$ cat src/rtl/demo_ctrl_pkg.sv
// Shared types and constants for the demo start-button conditioning block.
package demo_ctrl_pkg;

    typedef enum logic [1:0] {
        IDLE    = 2'd0,
        ARM     = 2'd1,
        FIRE    = 2'd2,
        RELEASE = 2'd3
    } ctrl_state_e;

    localparam logic MODE_WRITE   = 1'b1;
    localparam logic MODE_READ    = 1'b0;
    localparam logic BTN_RELEASED = 1'b1;

endpackage

$ cat src/rtl/demo_start_ctrl_sync_debounce.sv
// Synchroniser plus counting debouncer for an active-low button.
// Emits the debounced level and a one-cycle strobe when it goes pressed.
module sync_debounce
    import demo_ctrl_pkg::*;
#(
    parameter int SYNC_STAGES     = 2,
    parameter int DEBOUNCE_CYCLES = 1000000
) (
    input  logic clk,
    input  logic rst,
    input  logic din_n,
    output logic stable_n,
    output logic press
);

    localparam int             CW       = $clog2(DEBOUNCE_CYCLES);
    localparam logic [CW-1:0]  CNT_LAST = CW'(DEBOUNCE_CYCLES - 1);
    localparam logic [CW-1:0]  CNT_ONE  = CW'(1);

    logic [SYNC_STAGES-1:0] sync_q;
    logic                   synced;

    logic [CW-1:0] cnt_q, cnt_d;
    logic [CW-1:0] prime_cnt_q, prime_cnt_d;
    logic          stable_q, stable_d;
    logic          press_q, press_d;
    logic          primed_q, primed_d;

    always_ff @(posedge clk or posedge rst) begin
        if (rst) begin
            sync_q <= '1;
        end else begin
            sync_q <= {sync_q[SYNC_STAGES-2:0], din_n};
        end
    end

    assign synced = sync_q[SYNC_STAGES-1];

    // A press only counts once the button has been seen released for a full
    // debounce window since reset, so a button held through reset cannot fire.
    always_comb begin
        cnt_d       = cnt_q;
        prime_cnt_d = prime_cnt_q;
        stable_d    = stable_q;
        press_d     = 1'b0;
        primed_d    = primed_q;

        if (synced != stable_q) begin
            if (cnt_q == CNT_LAST) begin
                stable_d = synced;
                cnt_d    = '0;
                press_d  = (synced != BTN_RELEASED) && primed_q;
            end else begin
                cnt_d = cnt_q + CNT_ONE;
            end
        end else begin
            cnt_d = '0;
        end

        if (!primed_q) begin
            if (synced == BTN_RELEASED) begin
                if (prime_cnt_q == CNT_LAST) begin
                    primed_d = 1'b1;
                end else begin
                    prime_cnt_d = prime_cnt_q + CNT_ONE;
                end
            end else begin
                prime_cnt_d = '0;
            end
        end
    end

    always_ff @(posedge clk or posedge rst) begin
        if (rst) begin
            cnt_q       <= '0;
            prime_cnt_q <= '0;
            stable_q    <= BTN_RELEASED;
            press_q     <= 1'b0;
            primed_q    <= 1'b0;
        end else begin
            cnt_q       <= cnt_d;
            prime_cnt_q <= prime_cnt_d;
            stable_q    <= stable_d;
            press_q     <= press_d;
            primed_q    <= primed_d;
        end
    end

    assign stable_n = stable_q;
    assign press    = press_q;

endmodule

$ cat src/rtl/demo_start_ctrl.sv
// Turns a bouncy board button and mode switch into a clean start pulse
// and held mode level for one side of the dual bus demo.
module demo_start_ctrl
    import demo_ctrl_pkg::*;
#(
    parameter int DEBOUNCE_CYCLES = 1000000,
    parameter int PULSE_CYCLES    = 5,
    parameter int SYNC_STAGES     = 2
) (
    input  logic       clk,
    input  logic       rst,
    input  logic       btn_n,
    input  logic       mode_sw,
    input  logic       ready,
    output logic       start_n,
    output logic       mode,
    output logic       busy,
    output logic [7:0] press_count
);

    localparam int            PW         = (PULSE_CYCLES > 1) ? $clog2(PULSE_CYCLES) : 1;
    localparam logic [PW-1:0] PULSE_LAST = PW'(PULSE_CYCLES - 1);
    localparam logic [PW-1:0] PULSE_ONE  = PW'(1);

    logic btn_stable_n;
    logic btn_press;

    sync_debounce #(
        .SYNC_STAGES     (SYNC_STAGES),
        .DEBOUNCE_CYCLES (DEBOUNCE_CYCLES)
    ) u_btn (
        .clk      (clk),
        .rst      (rst),
        .din_n    (btn_n),
        .stable_n (btn_stable_n),
        .press    (btn_press)
    );

    // The mode switch is only sampled at press time, so no debounce is needed.
    logic [SYNC_STAGES-1:0] mode_sync_q;
    logic                   mode_synced;

    always_ff @(posedge clk or posedge rst) begin
        if (rst) begin
            mode_sync_q <= '1;
        end else begin
            mode_sync_q <= {mode_sync_q[SYNC_STAGES-2:0], mode_sw};
        end
    end

    assign mode_synced = mode_sync_q[SYNC_STAGES-1];

    ctrl_state_e   state_q, state_d;
    logic          start_n_q, start_n_d;
    logic          mode_q, mode_d;
    logic          busy_q, busy_d;
    logic [7:0]    count_q, count_d;
    logic [PW-1:0] pulse_q, pulse_d;

    always_comb begin
        state_d   = state_q;
        start_n_d = start_n_q;
        mode_d    = mode_q;
        busy_d    = busy_q;
        count_d   = count_q;
        pulse_d   = pulse_q;

        case (state_q)
            IDLE: begin
                if (btn_press) begin
                    state_d = ARM;
                    mode_d  = mode_synced;
                    busy_d  = 1'b1;
                end
            end
            ARM: begin
                if (ready) begin
                    state_d   = FIRE;
                    count_d   = count_q + 8'd1;
                    pulse_d   = '0;
                    start_n_d = 1'b0;
                end
            end
            FIRE: begin
                if (pulse_q == PULSE_LAST) begin
                    state_d   = RELEASE;
                    start_n_d = 1'b1;
                end else begin
                    pulse_d = pulse_q + PULSE_ONE;
                end
            end
            RELEASE: begin
                if (btn_stable_n == BTN_RELEASED) begin
                    state_d = IDLE;
                    busy_d  = 1'b0;
                end
            end
            default: begin
                state_d   = IDLE;
                start_n_d = 1'b1;
                busy_d    = 1'b0;
            end
        endcase
    end

    always_ff @(posedge clk or posedge rst) begin
        if (rst) begin
            state_q   <= IDLE;
            start_n_q <= 1'b1;
            mode_q    <= MODE_WRITE;
            busy_q    <= 1'b0;
            count_q   <= 8'd0;
            pulse_q   <= '0;
        end else begin
            state_q   <= state_d;
            start_n_q <= start_n_d;
            mode_q    <= mode_d;
            busy_q    <= busy_d;
            count_q   <= count_d;
            pulse_q   <= pulse_d;
        end
    end

    assign start_n     = start_n_q;
    assign mode        = mode_q;
    assign busy        = busy_q;
    assign press_count = count_q;

endmodule

$ cat config.mk
export PLATFORM = sky130hd
export DESIGN_NAME = demo_start_ctrl
export DESIGN_NICKNAME = d
export VERILOG_FILES = /design/src/rtl/demo_ctrl_pkg.sv /design/src/rtl/demo_start_ctrl_sync_debounce.sv /design/src/rtl/demo_start_ctrl.sv
export SDC_FILE = /design/constraint.sdc
export NUM_CORES = 1
export LEC_CHECK = 0
export ABC_CLOCK_PERIOD_IN_PS = 6060
export CORE_MARGIN = 4
export CORE_UTILIZATION = 61
export CTS_CLUSTER_DIAMETER = 100
export DETAILED_ROUTE_END_ITERATION = 6
export GPL_ROUTABILITY_DRIVEN = 0
export PLACE_DENSITY = 0.81
export SETUP_SLACK_MARGIN = 0.05
export SLEW_MARGIN = 0
export SYNTH_ARGS = -nofsm -noshare
export SYNTH_HDL_FRONTEND = slang
export SYNTH_SLANG_ARGS = --single-unit
$ cat constraint.sdc
create_clock -name clk -period 6.06 [get_ports clk]
set_clock_uncertainty 0.2 [all_clocks]
set_input_delay 1.212 -clock clk [delete_from_list [all_inputs] [get_ports clk]]
set_output_delay 1.212 -clock clk [all_outputs]
set_load 0.01 [all_outputs]
==> results of run 1 <==
-- registers in the layout, summed over array words and instances, names as in the netlist --
signal and flops:
press_count 8, u_btn.stable_n 1, u_btn.cnt_q 20, busy 1, u_btn.sync_q 2, state_q 2, mode 1, pulse_q 3
u_btn.prime_cnt_q 20, u_btn.primed_q 1, mode_sync_q 2, u_btn.press 1, start_n 1
-- kinds of logic (layout without fill, tap and decap cells) --
family	Yosys count	in the layout	synth area share [%]
buffers and inverters	22	42	3.78
AO/OA/AOI/OAI	68	68	14.8
XOR/XNOR	26	26	7.09
AND/OR/NAND/NOR	127	127	20.4
flip-flops	63	63	49.3
adder cells (fa/ha/maj)	10	10	3.89
multiplexers	2	2	0.701
-- layer usage --
metal	vias up	wire, um	global-route usage [%]	part of all wire (%)
met4	0	85	7.43	1.3
met2	63	3070	35.2	49
met5	-	0	0	0
met3	7	229	5.83	3.6
met1	1170	2920	28.6	46
li1	1171	-	-	-
-- worst reg2reg max path, stage by stage, from the launching register on --
cell     delay (ps)
dfrtp_1         480
nor4b_1         370
nand4_1         190
o31ai_4         590
or2_1           780
o41ai_1         190
-- stage by stage --
step           setup slack [ps]  std cells  instance area [um2]  util, %
5_1_grt                    2970        408                 3600     70.5
3_5_place_dp               3080        392                 3370     66.1
2_1_floorplan              3090        318                 3210        -
4_1_cts                    3090        408                 3600     70.5
6_report                   3110        408                 3600     70.5
3_3_place_gp               3120        392                 3370     66.1
-- worst max path at each step --
stage	from	end	slack [ps]	cells past startpoint
finish	u_btn.prime_cnt_q[11]$_DFFE_PP0P_	u_btn.prime_cnt_q[13]$_DFFE_PP0P_	3110	5
global route	u_btn.prime_cnt_q[11]$_DFFE_PP0P_	u_btn.prime_cnt_q[7]$_DFFE_PP0P_	2970	5
CTS	u_btn.prime_cnt_q[11]$_DFFE_PP0P_	u_btn.prime_cnt_q[4]$_DFFE_PP0P_	3090	5
detailed placement	ready	press_count[7]$_DFFE_PP0P_	3080	6
global placement	ready	press_count[7]$_DFFE_PP0P_	3120	6
floorplan	rst	busy$_DFFE_PP0P_	3090	1
-- cell usage in the layout (no fill, tap or decap), types with 10 or more instances in the layout --
cell,instances
clkdlybuf4s50_1,15
dfrtp_1,56
ha_1,10
nand2_1,29
nand3_1,20
nand4_1,10
nor2_1,30
o21ai_0,27
xnor2_1,14
xor2_1,12
-- cell type report --
class / count / area, um2 / share of cell area [%]
Clock inverter: 7 / 104 / 2.88
Sequential cell: 63 / 1590 / 44.0
Inverter: 10 / 37.5 / 1.04
Clock buffer: 9 / 124 / 3.44
Tap cell: 70 / 87.6 / 2.43
Timing Repair Buffer: 16 / 158 / 4.38
Multi-Input combinational cell: 233 / 1510 / 41.8
-- report_power, final --
part / total, uW / internal (uW) / switching [uW] / leakage (uW)
logic: 28.2 / 8.79 / 19.4 / 0.000568
registers: 431 / 426 / 4.88 / 0.000835
clock network: 412 / 236 / 175 / 0.000114
==> impl_metrics.toml, run 1 <==
[run]
max_cap_violations = 0

[pwr]
vdd_drop_max_mv = 0.265
finalPower_uw = 871
leakagePower_uw = 0.00152
powerDensity_nw_per_um2 = 242

[floorplanning]
die_x_um = 80.6
core_area_um2 = 5110
rows = 26
start_util_pct = 62.9
die-height_um = 80.6
die_area_um2 = 6490
pin_count = 16

[timing]
timing.hold.ws_ps = 157
max_freq_mhz = 339
hold_viol_final = 0
worst_pin_slew_ps = 888
timing.slew.headroom_pct = 40.8
period_share_pct = 48.7
min_period_ps = 2950
rsz0062_at_grt = "no"
setup_viol = 0
drv_slew = 0
setup_tns_ps = 0

[drt]
drt_iter0_drc = 187
wl_um = 6300
remaining_drc_errors = 0
antenna_left = 0
viasPerCell = 5.91
via_count = 2411
route.detailed.wl_per_inst_um = 15.4
first_pass_iters = 5

[cells_and_area]
diodes = 0
area_growth_pct = 12.1
num-fill-cells = 367
final_nets = 348
drive_gt1_share_pct = 12.4

[yosys]
synth_area_leader_cell = "dfrtp_1"
synthMostInstantiatedCell = "dfrtp_1"
synth_top_area_share_pct = 43.6
synth_area_um2 = 3210
synthFlopType = "dfrtp_1"
synth.top_cells.by_area = "dfrtp_1 44%, dfstp_2 5.7%, o21ai_0 4.2%"
postSynthCellCount = 318
ys_seq_area_share_pct = 49.3
synth_nets = 333
synth_cell_type_count = 45
ys_warn_count = 0
async_reset_ff_share_pct = 100
synth_seq_cells = 63
postSynthAreaPerCell_um2 = 10.1
synthTopCellsByCount = "56 x dfrtp_1, 30 x nor2_1, 29 x nand2_1"
synth_edf_count = 0

[clocking]
htree_levels = 3
cts_buffers = 9
insertion_delay_ps = 340
post_cts_buffers = 0
numClockSinks = 63
root_buffer = "clkbuf_8"
cts_hold_buf = 0
cts_resized = 0
cts_buffer_depth = 2
path_clk_slew_ps = 70
cts_tree = "yes"

[worst_setup_path]
endpoint_kind = "flip-flop"
r2r-start = "u_btn.prime_cnt_q[11]$_DFFE_PP0P_"
slowest_stage = "or2_1"
crit_type = "reg -> reg"
worstPathMaxFanout = 19
crit_family = "simple AND/OR/NAND/NOR gates"
critPathLaunchType = "flip-flop"
critical_path.max_stage_delay_ps = 780
crit_required_ps = 6040
timing.rr.end = "u_btn.prime_cnt_q[13]$_DFFE_PP0P_"
regToRegSetupSlack_ps = 3110
r2r_cells = 5
crit_chain = "nor4b_1 > nand4_1 > o31ai_4 > or2_1 > o41ai_1"
crit_buf_inv = 0
worstPathArrival_ps = 2940

[placed_design]
io_buffer_count = 15
place_hpwl_um = 4070

[hold_path]
hp-class = "reg -> reg"
worstHoldStart = "u_btn.sync_q[0]$_DFF_PP1_"
holdPathEnd = "u_btn.sync_q[1]$_DFF_PP1_"
holdPathStages = 0

[outcome]
outcome = "complete, no violations"

[global_route]
grt_usage_pct = 21.9
grt_max_degree = 64
grt-ovfl-total = 0
grt_pass1_wl_um = 10800
grt_pass1_vias = 2280
antenna_found_initial = 0
No activity file was read; power rests on OpenSTA's default activity.
==> run 2, diff against run 1 <==
--- a/config.mk
+++ b/config.mk
@@ -5,13 +5,13 @@
 export SDC_FILE = /design/constraint.sdc
 export NUM_CORES = 1
 export LEC_CHECK = 0
-export ABC_CLOCK_PERIOD_IN_PS = 6060
+export ABC_CLOCK_PERIOD_IN_PS = 2800
 export CORE_MARGIN = 4
-export CORE_UTILIZATION = 61
+export CORE_UTILIZATION = 60
 export CTS_CLUSTER_DIAMETER = 100
 export DETAILED_ROUTE_END_ITERATION = 6
 export GPL_ROUTABILITY_DRIVEN = 0
-export PLACE_DENSITY = 0.81
+export PLACE_DENSITY = 0.8
 export SETUP_SLACK_MARGIN = 0.05
 export SLEW_MARGIN = 0
 export SYNTH_ARGS = -nofsm -noshare
==> constraint.sdc (replaced) <==
create_clock -name clk -period 2.8 [get_ports clk]
set_clock_uncertainty 0.2 [all_clocks]
set_input_delay 0.56 -clock clk [delete_from_list [all_inputs] [get_ports clk]]
set_output_delay 0.56 -clock clk [all_outputs]
set_load 0.01 [all_outputs]
==> impl_metrics.toml, run 2 (synthesis results as in run 1) <==
[outcome]
outcome = "complete, no violations"

[timing]
timing.slew.headroom_pct = 53.7
hold_viol_final = 0
worst_pin_slew_ps = 688
setup_tns_ps = 0
max_freq_mhz = 451
setup_viol = 0
rsz0062_at_grt = "no"
drv_slew = 0
period_share_pct = 79.2
min_period_ps = 2220

[clocking]
cts_buffers = 9
path_clk_slew_ps = 70
cts_buffer_depth = 2
post_cts_buffers = 0
htree_levels = 3
cts_resized = 0
insertion_delay_ps = 340
cts_hold_buf = 0
root_buffer = "clkbuf_8"
numClockSinks = 63
cts_tree = "yes"

[global_route]
grt.busiest_layer = "met2"
grt_util_met2_pct = 35.9
grt_pass1_vias = 2394
grt_max_degree = 41
met3_usage_pct = 3.66
grt_pass1_wl_um = 11200
grt_util_met1_pct = 29.7
grt-ovfl-total = 0
grt_usage_pct = 22.4
antenna_found_initial = 0

[drt]
remaining_drc_errors = 0
antenna_left = 0
drt_iter0_drc = 143
viasPerCell = 5.99
wl_um = 6380
route.detailed.wl_per_inst_um = 15.5
via_count = 2466
first_pass_iters = 4

[cells_and_area]
final_nets = 352
multiInputGateArea_um2 = 1510
num-fill-cells = 395
ff_latch_area_um2 = 1590
diodes = 0
final_common_cell = "dfrtp_1"
drive_gt1_share_pct = 13.2
final_cell_mix = "56 x dfrtp_1, 30 x nor2_1, 29 x nand2_1"
area_growth_pct = 13.0
final_cell_count_no_fill = 412

[floorplanning]
core_area_um2 = 5140
die_area_um2 = 6590
pin_count = 16
die-height_um = 81.2
die_x_um = 81.2
start_util_pct = 62.5
rows = 26

[pwr]
vdd_drop_max_mv = 0.298
leakagePower_uw = 0.00153
powerDensity_nw_per_um2 = 513

[run]
max_cap_violations = 0

[placed_design]
dp_cells = 396
io_buffer_count = 15
place_hpwl_um = 4390

[worst_setup_path]
crit_type = "reg -> reg"
crit_required_ps = 2820
worstPathArrival_ps = 2230
endpoint_kind = "flip-flop"
critPathLaunchType = "flip-flop"
worstPathMaxFanout = 14

[hold_path]
hp-class = "reg -> reg"
[run 2: changes by cell type in the layout (fill, tap and decap cells not counted), moves of 2 or more]
cell,before,now
buf_4,1,4
clkinv_2,0,2
clkinv_4,3,0
clkinvlp_4,0,2
inv_6,2,0
[run 2: routing by layer]
layer  part of all wire, %  routed length (um)  up-vias
li1                      -                   -     1175
met1                    45                2890     1232
met2                    49                3140       48
met3                   3.5                 225       11
met4                   1.9                 120        0
met5                     0                   0        -
[run 2: area by class of cell]
type | instances | area share, %
Sequential cell | 63 | 43.7
Multi-Input combinational cell | 233 | 41.5
Timing Repair Buffer | 20 | 5.52
Clock buffer | 10 | 3.52
Tap cell | 70 | 2.41
Clock inverter | 6 | 2.34
Inverter | 10 | 1.03
[run 2: where the power goes]
group / internal [uW] / switching (uW) / leakage (uW)
clock: 498 / 362 / 0.000102
combinational: 23.9 / 45.6 / 0.000592
sequential: 922 / 9.20 / 0.000835
[run 2: worst paths after layout]
| path | from | slack [ps] | cells after the start | endpoint |
|---|---|---|---|---|
| hold reg to reg | u_btn.sync_q[0]$_DFF_PP1_ | 160 | 0 | u_btn.sync_q[1]$_DFF_PP1_ |
| setup / recovery | u_btn.prime_cnt_q[12]$_DFFE_PP0P_ | 580 | 6 | u_btn.prime_cnt_q[4]$_DFFE_PP0P_ |
| hold / removal | u_btn.sync_q[0]$_DFF_PP1_ | 160 | 0 | u_btn.sync_q[1]$_DFF_PP1_ |
| max in group asynchronous | rst | 1350 | 3 | mode$_DFFE_PP1P_ |
| setup reg to reg | u_btn.prime_cnt_q[12]$_DFFE_PP0P_ | 580 | 6 | u_btn.prime_cnt_q[4]$_DFFE_PP0P_ |
| min in group asynchronous | rst | 380 | 2 | u_btn.cnt_q[17]$_DFF_PP0_ |
[run 2: per-stage QoR]
step           hold WS (ps)  worst slack [ps]  power [uW]  area, um2  util [%]
2_1_floorplan           145               482         997       3210         -
3_3_place_gp            147               515        1020       3420      66.5
3_5_place_dp            148               346        1020       3420      66.5
4_1_cts                 158               593        1870       3630      70.6
5_1_grt                 165               363        1920       3630      70.6
6_report                157               581        1860       3630      70.6
[run 2: worst max-delay path, stage by stage, from the launching register on]
cell	delay [ps]
dfrtp_1	460
nor4b_1	380
nand4_1	200
o31ai_4	200
or2_1	260
buf_4	290
o31ai_1	110
